[src/rtl/pwm_audio_fifo.sv]
`default_nettype none
// ==== pwm_audio_fifo: sample FIFO paced by a DIV-cycle tick, feeding a glitch-free PWM ====
// ==== Rev 1.0 -- define PWM_SIGMA_DELTA_EN for a first-order delta-sigma output instead ====
module pwm_audio_fifo #(
   parameter int DEPTH_LOG2 = 2,
   parameter int DIV        = 400
) (
   input  logic                CLK,
   input  logic                RESET,
   input  logic                WR,
   input  logic [7:0]          WDATA,
   input  logic                CLRERR,
   output logic                PWM,
   output logic                FULL,
   output logic                EMPTY,
   output logic [DEPTH_LOG2:0] LEVEL,
   output logic                UNDERRUN,
   output logic                OVERRUN
);
   localparam int                  DEPTH      = 2 ** DEPTH_LOG2;
   localparam logic [15:0]         TICK_LAST  = 16'(DIV - 1);
   localparam logic [DEPTH_LOG2:0] LEVEL_FULL = (DEPTH_LOG2 + 1)'(DEPTH);
   localparam logic [DEPTH_LOG2:0] LEVEL_ONE  = (DEPTH_LOG2 + 1)'(1);
   localparam logic [DEPTH_LOG2-1:0] PTR_ONE  = DEPTH_LOG2'(1);

   logic [15:0]           tcnt;
   logic                  tick;
   logic                  pop;
   logic                  push;
   logic                  underrun_evt;
   logic                  overrun_evt;
   logic [DEPTH_LOG2-1:0] rd_ptr;
   logic [DEPTH_LOG2-1:0] wr_ptr;
   logic [DEPTH_LOG2:0]   level_next;
   logic [7:0]            mem [DEPTH];
   logic [7:0]            sample;
   logic [7:0]            active;

   assign tick         = (tcnt == TICK_LAST);
   assign pop          = tick && !EMPTY;
   // A full FIFO still accepts on a tick because the pop frees a slot on the same edge.
   assign push         = WR && (!FULL || tick);
   assign underrun_evt = tick && EMPTY;
   assign overrun_evt  = WR && FULL && !tick;

   always_comb begin
      level_next = LEVEL;
      if (push && !pop) begin
         level_next = LEVEL + LEVEL_ONE;
      end else if (pop && !push) begin
         level_next = LEVEL - LEVEL_ONE;
      end
   end

   always_ff @(posedge CLK) begin
      if (RESET) begin
         tcnt     <= '0;
         rd_ptr   <= '0;
         wr_ptr   <= '0;
         LEVEL    <= '0;
         EMPTY    <= 1'b1;
         FULL     <= 1'b0;
         UNDERRUN <= 1'b0;
         OVERRUN  <= 1'b0;
         sample   <= 8'h80;
      end else begin
         tcnt <= tick ? '0 : tcnt + 16'd1;
         if (pop) begin
            sample <= mem[rd_ptr];
            rd_ptr <= rd_ptr + PTR_ONE;
         end
         if (push) begin
            wr_ptr <= wr_ptr + PTR_ONE;
         end
         LEVEL <= level_next;
         EMPTY <= (level_next == '0);
         FULL  <= (level_next == LEVEL_FULL);
         // Error events take priority over a same-cycle clear.
         if (underrun_evt) begin
            UNDERRUN <= 1'b1;
         end else if (CLRERR) begin
            UNDERRUN <= 1'b0;
         end
         if (overrun_evt) begin
            OVERRUN <= 1'b1;
         end else if (CLRERR) begin
            OVERRUN <= 1'b0;
         end
      end
   end

   always_ff @(posedge CLK) begin
      if (push && !RESET) begin
         mem[wr_ptr] <= WDATA;
      end
   end

`ifdef PWM_SIGMA_DELTA_EN
   logic [7:0] acc;
   logic [8:0] acc_sum;

   assign acc_sum = {1'b0, acc} + {1'b0, active};

   always_ff @(posedge CLK) begin
      if (RESET) begin
         acc    <= '0;
         active <= 8'h80;
         PWM    <= 1'b0;
      end else begin
         acc    <= acc_sum[7:0];
         PWM    <= acc_sum[8];
         active <= sample;
      end
   end
`else
   logic [7:0] pcnt;

   always_ff @(posedge CLK) begin
      if (RESET) begin
         pcnt   <= '0;
         active <= 8'h80;
         PWM    <= 1'b0;
      end else begin
         pcnt <= pcnt + 8'd1;
         // Reload only at the period boundary so no period is ever truncated.
         if (pcnt == 8'hFF) begin
            active <= sample;
         end
         PWM <= (pcnt < active);
      end
   end
`endif

endmodule
`default_nettype wire
[config.mk]
export PLATFORM = sky130hd
export DESIGN_NAME = pwm_audio_fifo
export DESIGN_NICKNAME = d
export VERILOG_FILES = /design/src/rtl/pwm_audio_fifo.sv
export SDC_FILE = /design/constraint.sdc
export NUM_CORES = 1
export LEC_CHECK = 0
export BUFFER_PORTS_ARGS = -buffer_cell sky130_fd_sc_hd__buf_4
export CAP_MARGIN = 20
export CORE_ASPECT_RATIO = 1.75
export CORE_MARGIN = 2
export CORE_UTILIZATION = 60
export DETAILED_ROUTE_END_ITERATION = 10
export HOLD_SLACK_MARGIN = 0.15
export PLACE_DENSITY = 0.83
export SYNTH_ARGS = -nofsm -noshare
export SYNTH_HDL_FRONTEND = slang
export SYNTH_SLANG_ARGS = --single-unit
[constraint.sdc]
create_clock -name CLK -period 2.9 [get_ports CLK]
set_input_delay 0.145 -clock CLK [delete_from_list [all_inputs] [get_ports CLK]]
set_output_delay 0.145 -clock CLK [all_outputs]
set_load 0.01 [all_outputs]
==> results_dict.tcl, run 1 <==
set metrics [dict create \
    status "finished, final reports clean" \
    critical_path_required_ns 2.92 \
    start_kind "register" \
    grt_pass1_vias 2312 \
    start_util 0.616 \
    final_layout_size_suffix_gt1_frac 0.145 \
    synth-edff-count 32 \
    avgViaCountPerCell 5.37 \
    critPathKind "reg2reg" \
    synth_area_um2 3590 \
    final_common_cell "nor2_1" \
    fp-row-count 37 \
    stdcell_count 422 \
    die_width_um 62.5 \
    htree_levels 3 \
    routabilityCongestion 0.862 \
    grt_overflow_total 0 \
    port_buffers 19 \
    rsz0062_at_grt "no" \
    hpwl_um 4120 \
    cts_tree "built" \
    yosysSeqAreaShare 0.557 \
    async_reset_ff_frac 0 \
    syn_to_final_growth_pct 14.2 \
    cts_buffer_depth 2 \
    first_iter_violations 117 \
    wirelength_um 5810 \
    max_freq_mhz 398 \
    core_um2 5830 \
    drv_cap 0 \
    finalSetupViolations 0 \
    nets 366 \
    fin_util 0.703 \
    die_height_um 106 \
    syn_nets 334 \
    wl_per_cell_um 13.8 \
    drc 0 \
    final-max-slew-violation-count 0 \
    cts_setup_buffers 0 \
    powerDensity_nw_per_um2 557 \
    cts_buffers 9 \
    ios 20 \
    period_share 0.867 \
    dr.pass1.iters 4 \
    synth_cell_types 44 \
    antenna_found_initial 0 \
    synthCells 307 \
    dp.cells 397 \
    syn_avg_cell_area_um2 11.7 \
    grt_max_degree 42 \
    hold_path_class "in2reg" \
    ant_nets 0 \
    post_cts_resized 0 \
    cts.clk_slew.worst_paths_ns 0.08 \
    multi_input_area_um2 1480 \
    cts_sinks 84 \
    tns_ns 0 \
    layout_common_cells "53 x nor2_1, 52 x dfxtp_1, 32 x edfxtp_1" \
    skew_ns 0.0122 \
    worstSetupEndpointType "register" \
    arrival_ns 2.53 \
    fill_cells 414 \
    track_usage 0.199 \
    register_area_um2 2000 \
    die-area_um2 6640 \
    clock_latency_ns 0.36 \
    path_max_fanout 8 \
    vdd_ir_drop_max_mv 0.494 \
    antennaDiodeCount 0 \
    post-route-min-period_ns 2.52 \
    postCtsHoldBufs 9 \
    tightest_slew_ns 0.810 \
    slew_headroom 0.458 \
    ys_seq_elements 84 \
    root_buffer "clkbuf_8" \
    num_vias 2268 \
    synthFlopType "dfxtp_1" \
    grt_pass1_wl_um 10200 \
    p_leak_nw 1.47 \
    yosysWarnings 0 \
    hold_viol_final 0 \
]
## cells by family (layout without fill, tap and decap cells)
| group | count (synthesis) | after routing | share of synthesized area |
|---|---|---|---|
| muxes | 24 | 24 | 0.0948 |
| DFF | 84 | 84 | 0.557 |
| and+or+nand+nor | 108 | 108 | 0.154 |
| xor gates and xnor gates | 22 | 22 | 0.0537 |
| buffers and inverters | 25 | 62 | 0.0307 |
| AOI/OAI and AO/OA | 29 | 29 | 0.0575 |
| adders and majority gates | 15 | 15 | 0.0523 |
## power breakdown
group          internal (mW)  switching [mW]
combinational         0.0629          0.0629
sequential              1.25          0.0206
clock                  0.488           0.401
## routing by layer
layer	up-vias	wire length [um]	track usage
met2	37	3180	0.356
met4	0	97	0.0937
met3	7	231	0.0635
li1	1145	-	-
met1	1079	2300	0.210
met5	-	0	0
## final timing paths
path | startpoint | to | slack (ns) | cells after the start
worst max-delay path | tcnt[11] | mem[1][2] | 0.38 | 6
worst min-delay path | WR | LEVEL[1] | 0.17 | 3
worst max register to register | tcnt[11] | mem[1][2] | 0.38 | 6
worst min register to register | tcnt[0] | tcnt[0] | 0.46 | 1
## flip-flops by register name, indices dropped and copies added, names as in the netlist
name and cells:
wr_ptr 2, sample 8, EMPTY 1, active 8, rd_ptr 2, tcnt 16
mem 32, UNDERRUN 1, pcnt 8, OVERRUN 1, PWM 1, FULL 1
LEVEL 3
## synthesized netlist by cell type (3+ instances only)
library cell / instances / area [um^2]
a21o_1: 3 / 22.5
mux2i_1: 16 / 160
inv_1: 16 / 60.1
or4_1: 3 / 22.5
clkbuf_1: 5 / 18.8
a21oi_1: 8 / 40.0
and3_1: 3 / 18.8
nand2_1: 12 / 45.0
dfxtp_1: 52 / 1040
ha_1: 15 / 188
xnor2_1: 8 / 70.1
xor2_1: 14 / 123
nor2_1: 53 / 199
mux4_2: 8 / 180
nand3_1: 9 / 45.0
or3_1: 5 / 31.3
and2_1: 4 / 25.0
edfxtp_1: 32 / 961
nand2b_1: 3 / 18.8
o21ai_0: 7 / 35.0
## cell type report
cell class              count  share of cell area
flip-flops and latches     84               0.488
multi-input cells         198               0.361
repair buffers             30              0.0604
clock buffers              11              0.0320
well taps                  78              0.0238
clock inverters             5              0.0204
inverters                  16              0.0146
## stage by stage
stage / power, mW / cell area, um^2 / hold slack [ns] / setup slack [ns]
3_3_place_gp: 1.41 / 3800 / 0.348 / 0.438
5_1_grt: 2.38 / 4100 / 0.179 / 0.198
6_report: 2.29 / 4100 / 0.169 / 0.384
2_1_floorplan: 1.37 / 3590 / 0.244 / 0.573
3_5_place_dp: 1.42 / 3800 / 0.350 / 0.415
4_1_cts: 2.31 / 4100 / 0.155 / 0.383
## worst max-delay path, stage by stage, from the launching register on
cell,delay (ns)
dfxtp_1,0.36
or4_4,0.59
o41ai_1,0.33
buf_4,0.18
nand2_1,0.12
nor2_1,0.20
and2_1,0.39
Note: power is estimated with default switching activity, not from simulation.
==> run 2: changes to the inputs <==
--- a/config.mk
+++ b/config.mk
@@ -5,6 +5,7 @@
 export SDC_FILE = /design/constraint.sdc
 export NUM_CORES = 1
 export LEC_CHECK = 0
+export ABC_AREA = 1
 export BUFFER_PORTS_ARGS = -buffer_cell sky130_fd_sc_hd__buf_4
 export CAP_MARGIN = 20
 export CORE_ASPECT_RATIO = 1.75
@@ -12,7 +13,7 @@
 export CORE_UTILIZATION = 60
 export DETAILED_ROUTE_END_ITERATION = 10
 export HOLD_SLACK_MARGIN = 0.15
-export PLACE_DENSITY = 0.83
+export PLACE_DENSITY = 0.82
 export SYNTH_ARGS = -nofsm -noshare
 export SYNTH_HDL_FRONTEND = slang
 export SYNTH_SLANG_ARGS = --single-unit
==> results_dict.tcl, run 2 <==
set metrics [dict create \
    cts_tree "built" \
    ant_nets 0 \
    start_util 0.616 \
    grt_pass1_vias 2757 \
    synth_compound_area_frac 0.124 \
    start_kind "register" \
    synthFlopType "dfxtp_1" \
    tightest_slew_ns 0.762 \
    layout_common_cells "52 x dfxtp_1, 52 x inv_1, 52 x nor2_1" \
    cts_sinks 84 \
    wirelength_um 6980 \
    grt_overflow_total 0 \
    worstSetupEndpointType "register" \
    cts_buffers 9 \
    largest_register_ffs 32 \
    yosysTopAreaCell "dfxtp_1" \
    grt_pass1_wl_um 11900 \
    synth_common_cells "52 x dfxtp_1, 52 x inv_1, 52 x nor2_1" \
    clock_latency_ns 0.36 \
    path_max_fanout 8 \
    vdd_ir_drop_max_mv 0.426 \
    die_width_um 64.0 \
    synth-xor-area-share 0.00927 \
    yosysSeqAreaShare 0.529 \
    core_um2 6130 \
    die-area_um2 6980 \
    arrival_ns 2.35 \
    cts_setup_buffers 0 \
    die_height_um 109 \
    hold_viol_final 0 \
    nets 469 \
    synth_area_um2 3780 \
    ios 20 \
    syn_nets 437 \
    critical_path_required_ns 2.90 \
    ys_seq_elements 84 \
    post-route-min-period_ns 2.35 \
    syn_avg_cell_area_um2 9.22 \
    hpwl_um 5140 \
    fin_util 0.702 \
    status "finished, final reports clean" \
    port_buffers 19 \
    drv_cap 0 \
    antennaDiodeCount 0 \
    synthSimpleGateAreaFrac 0.218 \
    async_reset_ff_frac 0 \
    dr.pass1.iters 4 \
    final-max-slew-violation-count 0 \
    max_freq_mhz 425 \
    finalSetupViolations 0 \
    grt_max_degree 20 \
    syn_to_final_growth_pct 13.8 \
    synth_top_family_by_area "simple AND/OR/NAND/NOR gates" \
    fp-row-count 38 \
    cts.clk_slew.worst_paths_ns 0.08 \
    synth-edff-count 32 \
    root_buffer "clkbuf_8" \
    avgViaCountPerCell 5.28 \
    hold_path_class "reg2reg" \
    routabilityCongestion 0.794 \
    crit_path_cell_trace "ha_1 > nand3_4 > nor2_8 > nand2_4 > a21oi_4 > nand2_1 > nor2_1" \
    cts_buffer_depth 2 \
    synthCells 410 \
    skew_ns 0.0104 \
    htree_levels 3 \
    slew_headroom 0.490 \
    antenna_found_initial 0 \
    period_share 0.811 \
    powerDensity_nw_per_um2 531 \
    reg_top3 "mem: 32 flops, tcnt: 16 flops" \
    ys_top_cells_by_area "dfxtp_1 28%, edfxtp_1 25%, inv_1 5.2%" \
    top_register "mem" \
    netlist.area_leader.share 0.275 \
    wl_per_cell_um 13.2 \
    synth_mux_area_frac 0 \
    tns_ns 0 \
    yosysWarnings 0 \
    first_iter_violations 77 \
    slowest_stage "nor2_1" \
    synth_cell_types 38 \
    synth-adder-area-share 0.0496 \
    num_vias 2784 \
    p_leak_nw 1.65 \
    final_layout_size_suffix_gt1_frac 0.159 \
    drc 0 \
    rsz0062_at_grt "no" \
    slowest_delay_ns 0.61 \
    critPathKind "reg2reg" \
    track_usage 0.224 \
]
## run 2: timing repair
action	4_1_cts	5_1_grt
setup endpoints to repair	0	0
endpoints found under the hold margin	40	0
hold buffers	11	0
resized for setup	0	0
## run 2: report_power, final
part           leakage [nW]  switching [mW]  internal (mW)
sequential            0.712          0.0164           1.25
clock                 0.103           0.406          0.486
combinational         0.838          0.0741         0.0547
## run 2: critical path, delay by kind of cell, from the launching register on
kind	cells	cell delay (ns)
AOI/OAI and AO/OA	1	0.22
and+or+nand+nor	5	1.16
adders and majority gates	1	0.26
DFF	1	0.36
## run 2: final cells by class
class,instances,area [um^2]
tap,80,100
inverter,55,208
clock buffer,10,128
sequential,84,2000
clock inverter,6,88.8
multi-input combinational,261,1520
timing repair buffer,31,260
fill,469,1830
## run 2: logic make-up after synthesis
group / Yosys count
buffers and inverters: 65
and+or+nand+nor: 155
adders and majority gates: 15
xor gates and xnor gates: 4
AOI/OAI and AO/OA: 87
DFF: 84
## run 2: path summary, 6_finish.rpt
| path | start | endpoint | slack, ns | depth (start not counted) |
|---|---|---|---|---|
| max | tcnt[0] | mem[0][6] | 0.55 | 7 |
| min | sample[4] | active[4] | 0.46 | 2 |
| max reg2reg | tcnt[0] | mem[0][6] | 0.55 | 7 |
| min reg2reg | sample[4] | active[4] | 0.46 | 2 |
## run 2: routing by layer
| metal | GRT usage | routed length (um) | share of wire |
|---|---|---|---|
| met4 | 0.101 | 95 | 0.014 |
| met5 | 0 | 0 | 0 |
| met1 | 0.233 | 2820 | 0.40 |
| met2 | 0.411 | 3890 | 0.56 |
| met3 | 0.0619 | 176 | 0.025 |
## run 2: metrics by stage
stage,total power [mW],instances,hold slack [ns],worst slack [ns],instance area (um^2)
4_1_cts,2.31,527,0.460,0.546,4300
6_report,2.29,527,0.457,0.547,4300
3_3_place_gp,1.40,500,0.350,0.728,3980
5_1_grt,2.37,527,0.481,0.402,4300
3_5_place_dp,1.41,500,0.354,0.555,3980
2_1_floorplan,1.36,410,0.244,0.904,3780
==> run 3: changes to the inputs <==
--- a/config.mk
+++ b/config.mk
@@ -5,7 +5,7 @@
 export SDC_FILE = /design/constraint.sdc
 export NUM_CORES = 1
 export LEC_CHECK = 0
-export ABC_AREA = 1
+export ABC_AREA = 0
 export BUFFER_PORTS_ARGS = -buffer_cell sky130_fd_sc_hd__buf_4
 export CAP_MARGIN = 20
 export CORE_ASPECT_RATIO = 1.75
@@ -13,7 +13,7 @@
 export CORE_UTILIZATION = 60
 export DETAILED_ROUTE_END_ITERATION = 10
 export HOLD_SLACK_MARGIN = 0.15
-export PLACE_DENSITY = 0.82
+export PLACE_DENSITY = 0.83
 export SYNTH_ARGS = -nofsm -noshare
 export SYNTH_HDL_FRONTEND = slang
 export SYNTH_SLANG_ARGS = --single-unit
==> constraint.sdc (replaced) <==
create_clock -name CLK -period 2.43 [get_ports CLK]
set_input_delay 0.1215 -clock CLK [delete_from_list [all_inputs] [get_ports CLK]]
set_output_delay 0.1215 -clock CLK [all_outputs]
set_load 0.01 [all_outputs]
==> results_dict.tcl, run 3 (synthesis results as in run 1) <==
set metrics [dict create \
    layout_common_cells "53 x nor2_1, 52 x dfxtp_1, 32 x edfxtp_1" \
    critical_path_required_ns 2.51 \
    arrival_ns 2.49 \
    power_mw 2.65 \
    reg_top3 "mem: 32 flops, tcnt: 16 flops" \
    die-area_um2 6640 \
    vdd_ir_drop_max_mv 0.538 \
    dp_slack_ns -0.0407 \
    hpwl_um 4540 \
    highest_layer "met4" \
    wl_met2_um 3680 \
    track_usage 0.216 \
    core_um2 5830 \
    routabilityCongestion 0.922 \
    start_kind "register" \
    r2r_cells 6 \
    cts_tree "built" \
    wl_met3_um 181 \
    post-route-min-period_ns 2.42 \
    port_buffers 19 \
    wl_met1_um 2610 \
    hold_path_class "in2reg" \
    cts_buffers 9 \
    wl_per_cell_um 15.4 \
    max_freq_mhz 414 \
    grt_pass1_vias 2395 \
    hold_end "tcnt[2]" \
    min_from "RESET" \
    top_register "mem" \
    cts_sinks 84 \
    ios 20 \
    dp.cells 408 \
    root_buffer "clkbuf_8" \
    worstSetupEndpointType "register" \
    status "finished, final reports clean" \
    first_iter_violations 124 \
    die_height_um 106 \
    slew_headroom 0.593 \
    cts_buffer_depth 2 \
    tightest_slew_ns 0.609 \
    antenna_found_initial 0 \
    cts.clk_slew.worst_paths_ns 0.08 \
    clock_latency_ns 0.35 \
    powerDensity_nw_per_um2 632 \
    finalSetupViolations 0 \
    num_vias 2383 \
    htree_levels 3 \
    wirelength_um 6650 \
    r2r_end "mem[1][1]" \
    antennaDiodeCount 0 \
    dr.pass1.iters 4 \
    nets 377 \
    start_util 0.616 \
    die_width_um 62.5 \
    stdcell_count 433 \
    grt_pass1_wl_um 10900 \
    final-max-slew-violation-count 0 \
    r2r_start "tcnt[14]" \
    period_share 0.995 \
    syn_to_final_growth_pct 16.7 \
    grt_overflow_total 0 \
    rrSetupSlack_ns 0.01 \
    fp-row-count 37 \
    grt_max_degree 42 \
    path_max_fanout 8 \
    hold_viol_final 0 \
    crit_path_cell_trace "or4_1 > o41ai_2 > nand2_1 > nor2_1 > and2_1 > buf_12" \
    skew_ns 0.00641 \
    final_layout_size_suffix_gt1_frac 0.183 \
    drv_cap 0 \
    hold_depth 2 \
    slowest_stage "or4_1" \
    final_common_cell "nor2_1" \
    slowest_delay_ns 0.59 \
    avgViaCountPerCell 5.50 \
    p_leak_nw 1.53 \
    drc 0 \
    critPathKind "reg2reg" \
    fill_cells 427 \
    ant_nets 0 \
    finalWorstSetupSlack_ns 0.0129 \
    largest_register_ffs 32 \
]
## run 3: cell types whose count changed in the layout (fill, tap and decap cells not counted), sizes merged, moves of 12 or more
cell   previous run  this run
a21oi            38         8
nand2            53        12
mux2i             0        16
xor2              2        14
buf              20        32
inv              55        16
nand3            25         9
o21ai            37         9
## run 3: critical path: cells and delay by family, from the launching register on
kind | cells | cell delay [ns]
simple gates | 4 | 1.18
flops | 1 | 0.34
compound gates | 1 | 0.48
buf+inv | 1 | 0.14
## run 3: report_power, final
group	switching [mW]	leakage [nW]	internal, mW
sequential	0.0266	0.712	1.49
combinational	0.0806	0.723	0.0811
clock	0.494	0.0940	0.474
## run 3: metrics by stage
stage,TNS [ns],instance area (um^2),hold WS (ns),util
after floorplan,0,3590,0.220,-
after global placement,0,3890,0.324,0.667
after detailed placement,-0.468,3890,0.329,0.667
after CTS,0,4180,0.152,0.716
after global routing,-1.40,4190,0.162,0.718
final,0,4190,0.170,0.718
## run 3: what timing repair did
action | 4_1_cts | 5_1_grt
cloned | 0 | 0
resized for setup | 3 | 2
pin swaps | 0 | 1
buffers inserted | 0 | 0
endpoints found under the hold margin | 34 | 0
hold buffers | 9 | 0
endpoints found under the setup margin | 24 | 33
## run 3: layout make-up
class / count / area [um^2] / area share
clock buffers: 10 / 128 / 0.0305
clock inverters: 6 / 65.1 / 0.0155
inverters: 16 / 60.1 / 0.0143
multi-input cells: 198 / 1500 / 0.357
flip-flops and latches: 84 / 2000 / 0.478
well taps: 78 / 97.6 / 0.0233
repair buffers: 41 / 343 / 0.0818
## run 3: worst max-delay path by stage
stage	startpoint	endpoint	cells after the start
2_1_floorplan	tcnt[11]	mem[2][0]	5
3_3_place_gp	tcnt[14]	mem[3][0]	5
3_5_place_dp	tcnt[14]	mem[3][0]	5
4_1_cts	tcnt[14]	mem[1][5]	6
5_1_grt	tcnt[14]	mem[3][7]	5
6_report	tcnt[14]	mem[1][1]	6
## run 3: layer usage
metal	GRT usage	up-vias
li1	-	1169
met1	0.220	1165
met2	0.396	33
met3	0.0603	16
met4	0.106	0
met5	0	-
